## src/rtl/alu_rs.sv

```systemverilog
// alu_rs: reservation station and round-robin issue scheduler for the shared ALU.
// Define ALU_RS_DISP_BYPASS_EN to capture a same-cycle CDB broadcast at dispatch.
module alu_rs #(
    parameter int DEPTH = 4,
    parameter int TAG_W = 4,
    parameter int IDX_W = 2
) (
    input  logic             clk_in,
    input  logic             rst_in,
    input  logic             rdy_in,
    input  logic             flush,

    input  logic             disp_valid,
    output logic             disp_ready,
    input  logic [4:0]       disp_op,
    input  logic [31:0]      disp_vj,
    input  logic [31:0]      disp_vk,
    input  logic             disp_qj_busy,
    input  logic             disp_qk_busy,
    input  logic [TAG_W-1:0] disp_qj,
    input  logic [TAG_W-1:0] disp_qk,
    input  logic [TAG_W-1:0] disp_dest,

    input  logic             cdb_valid,
    input  logic [TAG_W-1:0] cdb_tag,
    input  logic [31:0]      cdb_value,

    output logic [31:0]      alu_op1,
    output logic [31:0]      alu_op2,
    output logic [4:0]       alu_opcode,
    input  logic [31:0]      alu_result,

    output logic             out_valid,
    output logic [TAG_W-1:0] out_tag,
    output logic [31:0]      out_value,
    input  logic             out_ready
);

    localparam logic [IDX_W:0]   FULL    = (IDX_W+1)'(DEPTH);
    localparam logic [IDX_W:0]   CNT_ONE = (IDX_W+1)'(1);
    localparam logic [IDX_W-1:0] IDX_ONE = IDX_W'(1);

    logic [DEPTH-1:0] valid_q, valid_d;
    logic [DEPTH-1:0] bj_q, bj_d;
    logic [DEPTH-1:0] bk_q, bk_d;
    logic [4:0]       op_q   [DEPTH];
    logic [4:0]       op_d   [DEPTH];
    logic [31:0]      vj_q   [DEPTH];
    logic [31:0]      vj_d   [DEPTH];
    logic [31:0]      vk_q   [DEPTH];
    logic [31:0]      vk_d   [DEPTH];
    logic [TAG_W-1:0] qj_q   [DEPTH];
    logic [TAG_W-1:0] qj_d   [DEPTH];
    logic [TAG_W-1:0] qk_q   [DEPTH];
    logic [TAG_W-1:0] qk_d   [DEPTH];
    logic [TAG_W-1:0] dest_q [DEPTH];
    logic [TAG_W-1:0] dest_d [DEPTH];

    logic [IDX_W:0]   count_q, count_d;
    logic [IDX_W-1:0] rr_ptr_q, rr_ptr_d;
    logic             out_valid_q, out_valid_d;
    logic [TAG_W-1:0] out_tag_q, out_tag_d;
    logic [31:0]      out_value_q, out_value_d;

    logic [DEPTH-1:0] ready;
    logic             sel_found;
    logic [IDX_W-1:0] sel_idx;
    logic [IDX_W-1:0] cand_idx;
    logic             free_found;
    logic [IDX_W-1:0] free_idx;
    logic             j_hit, k_hit;
    logic [31:0]      ent_vj, ent_vk;
    logic             ent_bj, ent_bk;
    logic             disp_fire;
    logic             issue;

    assign ready = valid_q & ~bj_q & ~bk_q;

    // Round-robin pick: first ready entry at or after rr_ptr, wrapping.
    always_comb begin
        sel_found = 1'b0;
        sel_idx   = '0;
        cand_idx  = '0;
        for (int i = 0; i < DEPTH; i++) begin
            cand_idx = rr_ptr_q + IDX_W'(i);
            if (!sel_found && ready[cand_idx]) begin
                sel_found = 1'b1;
                sel_idx   = cand_idx;
            end
        end
    end

    always_comb begin
        free_found = 1'b0;
        free_idx   = '0;
        for (int i = DEPTH - 1; i >= 0; i--) begin
            if (!valid_q[i]) begin
                free_found = 1'b1;
                free_idx   = IDX_W'(i);
            end
        end
    end

    assign j_hit = cdb_valid & disp_qj_busy & (disp_qj == cdb_tag);
    assign k_hit = cdb_valid & disp_qk_busy & (disp_qk == cdb_tag);

`ifdef ALU_RS_DISP_BYPASS_EN
    assign ent_vj     = j_hit ? cdb_value : disp_vj;
    assign ent_vk     = k_hit ? cdb_value : disp_vk;
    assign ent_bj     = disp_qj_busy & ~j_hit;
    assign ent_bk     = disp_qk_busy & ~k_hit;
    assign disp_ready = rdy_in & (count_q != FULL);
`else
    assign ent_vj     = disp_vj;
    assign ent_vk     = disp_vk;
    assign ent_bj     = disp_qj_busy;
    assign ent_bk     = disp_qk_busy;
    // Without capture at dispatch, a matching broadcast would be missed.
    assign disp_ready = rdy_in & (count_q != FULL) & ~(j_hit | k_hit);
`endif

    assign disp_fire = disp_valid & disp_ready & ~flush & free_found;
    assign issue     = sel_found & (~out_valid_q | out_ready)
                     & rdy_in & ~flush;

    assign alu_op1    = issue ? vj_q[sel_idx] : '0;
    assign alu_op2    = issue ? vk_q[sel_idx] : '0;
    assign alu_opcode = issue ? op_q[sel_idx] : '0;

    assign out_valid = out_valid_q;
    assign out_tag   = out_tag_q;
    assign out_value = out_value_q;

    always_comb begin
        valid_d     = valid_q;
        bj_d        = bj_q;
        bk_d        = bk_q;
        op_d        = op_q;
        vj_d        = vj_q;
        vk_d        = vk_q;
        qj_d        = qj_q;
        qk_d        = qk_q;
        dest_d      = dest_q;
        count_d     = count_q;
        rr_ptr_d    = rr_ptr_q;
        out_valid_d = out_valid_q;
        out_tag_d   = out_tag_q;
        out_value_d = out_value_q;

        if (flush) begin
            valid_d     = '0;
            count_d     = '0;
            out_valid_d = 1'b0;
        end else if (rdy_in) begin
            for (int i = 0; i < DEPTH; i++) begin
                if (valid_q[i] && cdb_valid) begin
                    if (bj_q[i] && qj_q[i] == cdb_tag) begin
                        vj_d[i] = cdb_value;
                        bj_d[i] = 1'b0;
                    end
                    if (bk_q[i] && qk_q[i] == cdb_tag) begin
                        vk_d[i] = cdb_value;
                        bk_d[i] = 1'b0;
                    end
                end
            end

            if (issue) begin
                valid_d[sel_idx] = 1'b0;
                out_valid_d      = 1'b1;
                out_tag_d        = dest_q[sel_idx];
                out_value_d      = alu_result;
                rr_ptr_d         = sel_idx + IDX_ONE;
            end else if (out_ready && out_valid_q) begin
                out_valid_d = 1'b0;
            end

            // Free slot comes from registered valid, so an issuing entry is not reused.
            if (disp_fire) begin
                valid_d[free_idx] = 1'b1;
                op_d[free_idx]    = disp_op;
                vj_d[free_idx]    = ent_vj;
                vk_d[free_idx]    = ent_vk;
                bj_d[free_idx]    = ent_bj;
                bk_d[free_idx]    = ent_bk;
                qj_d[free_idx]    = disp_qj;
                qk_d[free_idx]    = disp_qk;
                dest_d[free_idx]  = disp_dest;
            end

            if (disp_fire && !issue) begin
                count_d = count_q + CNT_ONE;
            end else if (!disp_fire && issue) begin
                count_d = count_q - CNT_ONE;
            end
        end
    end

    always_ff @(posedge clk_in) begin
        if (!rst_in) begin
            valid_q     <= '0;
            bj_q        <= '0;
            bk_q        <= '0;
            count_q     <= '0;
            rr_ptr_q    <= '0;
            out_valid_q <= 1'b0;
            out_tag_q   <= '0;
            out_value_q <= '0;
            for (int i = 0; i < DEPTH; i++) begin
                op_q[i]   <= '0;
                vj_q[i]   <= '0;
                vk_q[i]   <= '0;
                qj_q[i]   <= '0;
                qk_q[i]   <= '0;
                dest_q[i] <= '0;
            end
        end else begin
            valid_q     <= valid_d;
            bj_q        <= bj_d;
            bk_q        <= bk_d;
            op_q        <= op_d;
            vj_q        <= vj_d;
            vk_q        <= vk_d;
            qj_q        <= qj_d;
            qk_q        <= qk_d;
            dest_q      <= dest_d;
            count_q     <= count_d;
            rr_ptr_q    <= rr_ptr_d;
            out_valid_q <= out_valid_d;
            out_tag_q   <= out_tag_d;
            out_value_q <= out_value_d;
        end
    end

endmodule
```

## config.mk

```make
export PLATFORM = sky130hd
export DESIGN_NAME = alu_rs
export DESIGN_NICKNAME = d
export VERILOG_FILES = /design/src/rtl/alu_rs.sv
export SDC_FILE = /design/constraint.sdc
export NUM_CORES = 1
export LEC_CHECK = 0
export CAP_MARGIN = 20
export CORE_AREA = 2 2 196 198
export DETAILED_ROUTE_END_ITERATION = 10
export DIE_AREA = 0 0 198 200
export PLACE_DENSITY_LB_ADDON = 0.2
export REMOVE_ABC_BUFFERS = 1
export SYNTH_ARGS = -nofsm -noshare
export SYNTH_HDL_FRONTEND = slang
export SYNTH_SLANG_ARGS = --single-unit
```

## constraint.sdc

```tcl
create_clock -name clk_in -period 7 [get_ports clk_in]
set_clock_uncertainty 0.15 [all_clocks]
set_input_delay 1.05 -clock clk_in [delete_from_list [all_inputs] [get_ports clk_in]]
set_output_delay 1.05 -clock clk_in [all_outputs]
set_load 0.02 [all_outputs]
```

==> out/qor.csv <==
metric,value,unit
ys_warn_count,0,
first_global_vias,15076,
cp_common_cell,clkdlybuf4s50_1,
drv_slew,0,
final_layout_size_suffix_gt1_share,6.34,%
cts_buffers,42,
dieArea,0.0396,sq mm
worst_setup_path_start_kind,primary input,
ys_ff_latch,378,
netlist_area,0.0178,sq mm
finalCritPeriodShare,80.1,%
clock.fmax,178,MHz
fin_util,58.2,%
path_class,in -> out,
required,5800,ps
fin_crit,5610,ps
hold_viol,0,
pwr-share-comb,6.8,%
setup_ws,1390,ps
cts_hold_buf,0,
status,completed,
wl_per_cell,23.4,um
grt_pass1_wl,89.0,mm
intPower,3610,uW
overflow,0,
die_h,200,um
pwr-share-seq,46.1,%
final_common_cell,dfxtp_1,
place_ws,1450,ps
cts_num_sinks,378,
antenna_found_initial,8,
dr_total_vias,15549,
grt_max_degree,124,
ctsResizeCount,0,
clk_latency,570,ps
synth_area_per_cell,9.92,sq um
stdcell_area,0.0218,sq mm
regArea,0.00757,sq mm
crit_path_max_incr_delay,680,ps
dpl_cell_area,0.0203,sq mm
critPathMaxFanout,70,
p_per_area,217,mW/mm^2
syn2layout_area_growth,21.9,%
grt_usage,28.8,%
endpoint_kind,primary output,
slowest_stage,nor2b_1,
worstMarginPinSlew,1220,ps
p_sw_share,23.4,%
pwr-share-clk,47.1,%
setup_tns,0,ps
dp_hpwl,33.2,mm
clock_path_buffers,3,
max-cap-violations,0,
async_flop_share,0,%
ys_seq_area_share,42.4,%
cts_setup_buffers,0,
portBuffers,264,
cts_tree,yes,
ys.flop_type,dfxtp_1,
routed_wl,58.2,mm
gp_congestion,0.809,
coreArea,0.0374,sq mm
finalSetupViolations,0,
final_net_count,2106,
vdd_ir_drop_max,0.193,mV
chipWidth,198,um
drt_iter0_drc,1375,
root_buffer,clkbuf_16,
most-common-layout-cells,"dfxtp_1 (378), clkdlybuf4s50_1 (263), nand2_1 (209)",
firstDrtPassIters,5,
p_leak,0.00928,uW
p_switching,1100,uW
postRouteAntennaNets,0,
yosysUniqueCellTypes,56,
slew-limit-headroom,18.7,%
rows,71,
rsz0062_at_grt,no,
start_util,47.7,%
synth_cells,1798,
drc_errors,0,
hold_class,reg -> reg,
clkTransAtPathRegs,60,ps
pin_count,265,
synth_edf_count,0,
cp_data_arrival_time,4410,ps
cts_max_level,2,
crit_chain,clkdlybuf4s50_1 > nor2b_1 > and3_1 > nand2_4 > o22ai_1 > clkdlybuf4s50_1,
fill_cells,3288,
multi_input_area,0.00926,sq mm
p_total,4710,uW
vias_per_cell,6.24,
## cell usage after synthesis (all sizes together), types with 2 or more instances
| library cell | count | area (sq um) |
|---|---|---|
| a21boi | 100 | 751 |
| a21o | 2 | 15.0 |
| a21oi | 5 | 28.8 |
| a221o | 191 | 1910 |
| a22o | 128 | 1120 |
| a22oi | 3 | 22.5 |
| and2 | 3 | 18.8 |
| and3 | 196 | 1250 |
| buf | 102 | 741 |
| clkbuf | 82 | 308 |
| dfxtp | 378 | 7570 |
| ha | 5 | 62.6 |
| inv | 11 | 41.3 |
| mux2i | 148 | 1480 |
| nand2 | 212 | 803 |
| nand2b | 3 | 18.8 |
| nand3 | 40 | 200 |
| nand3b | 4 | 42.5 |
| nand4 | 10 | 92.6 |
| nor2 | 15 | 56.3 |
| nor2b | 2 | 12.5 |
| nor3 | 7 | 73.8 |
| nor3b | 4 | 52.6 |
| o211ai | 6 | 45.0 |
| o21ai | 6 | 30.0 |
| o221ai | 4 | 35.0 |
| o22ai | 70 | 438 |
| o31ai | 7 | 135 |
| or3 | 2 | 12.5 |
| or3b | 2 | 17.5 |
| xnor2 | 37 | 324 |
| xor2 | 6 | 60.1 |
## power groups by stage
stage / clock, uW / combinational, uW / sequential, uW
floorplan: 0 / 97.6 / 2220
finish: 2220 / 321 / 2170
detailed placement: 0 / 316 / 2220
global placement: 0 / 313 / 2220
CTS: 2250 / 317 / 2170
global route: 2330 / 339 / 2170
## flip-flops by register name (all words and copies together), names as in the netlist
name / cells
out_valid: 1
vk_q: 128
count_q: 3
dest_q: 16
op_q: 20
vj_q: 128
rr_ptr_q: 2
bj_q: 4
out_value: 32
out_tag: 4
valid_q: 4
qk_q: 16
qj_q: 16
bk_q: 4
## cell type report
cell class / count / area share, %
diodes: 6 / 0.0690
clock buffers: 63 / 5.80
clock inverters: 12 / 0.523
inverters: 11 / 0.190
multi-input cells: 1225 / 42.6
flip-flops and latches: 378 / 34.8
well taps: 511 / 2.94
repair buffers: 284 / 13.1
## per-stage QoR
stage                     std cells  hold WS, ps
after floorplan                1614          279
after global placement         2407          286
after detailed placement       2407          292
after CTS                      2482          300
after global routing           2485          315
final                          2490          297
## final timing paths
check | depth (start not counted) | slack [ps] | from | end
worst max-delay path | 6 | 1390 | rdy_in | alu_op2[7]
worst min-delay path | 2 | 300 | dest_q[1] | dest_q[1]
worst min register to register | 2 | 300 | dest_q[1] | dest_q[1]
worst max register to register | 13 | 3250 | valid_q[1] | count_q[2]
## cell families after synthesis
logic type	synth area share, %
AOI/OAI and AO/OA	25.5
and+or+nand+nor	15.0
DFF	42.4
buffers and inverters	6.11
muxes	8.37
xor gates and xnor gates	2.15
adders and majority gates	0.463
## critical path: cells and delay by family
family | cells | cell delay (ps)
buffers and inverters | 2 | 1230
AND/OR/NAND/NOR | 3 | 1660
AO/OA/AOI/OAI | 1 | 410
## per-layer routing
layer	wire length, um	up-vias	GRT usage [%]
met5	21	-	0
li1	-	7132	-
met1	25000	7657	38.8
met3	4610	95	5.21
met2	27000	661	46.7
met4	1450	4	9.66
(Power assumes the default switching activity.)
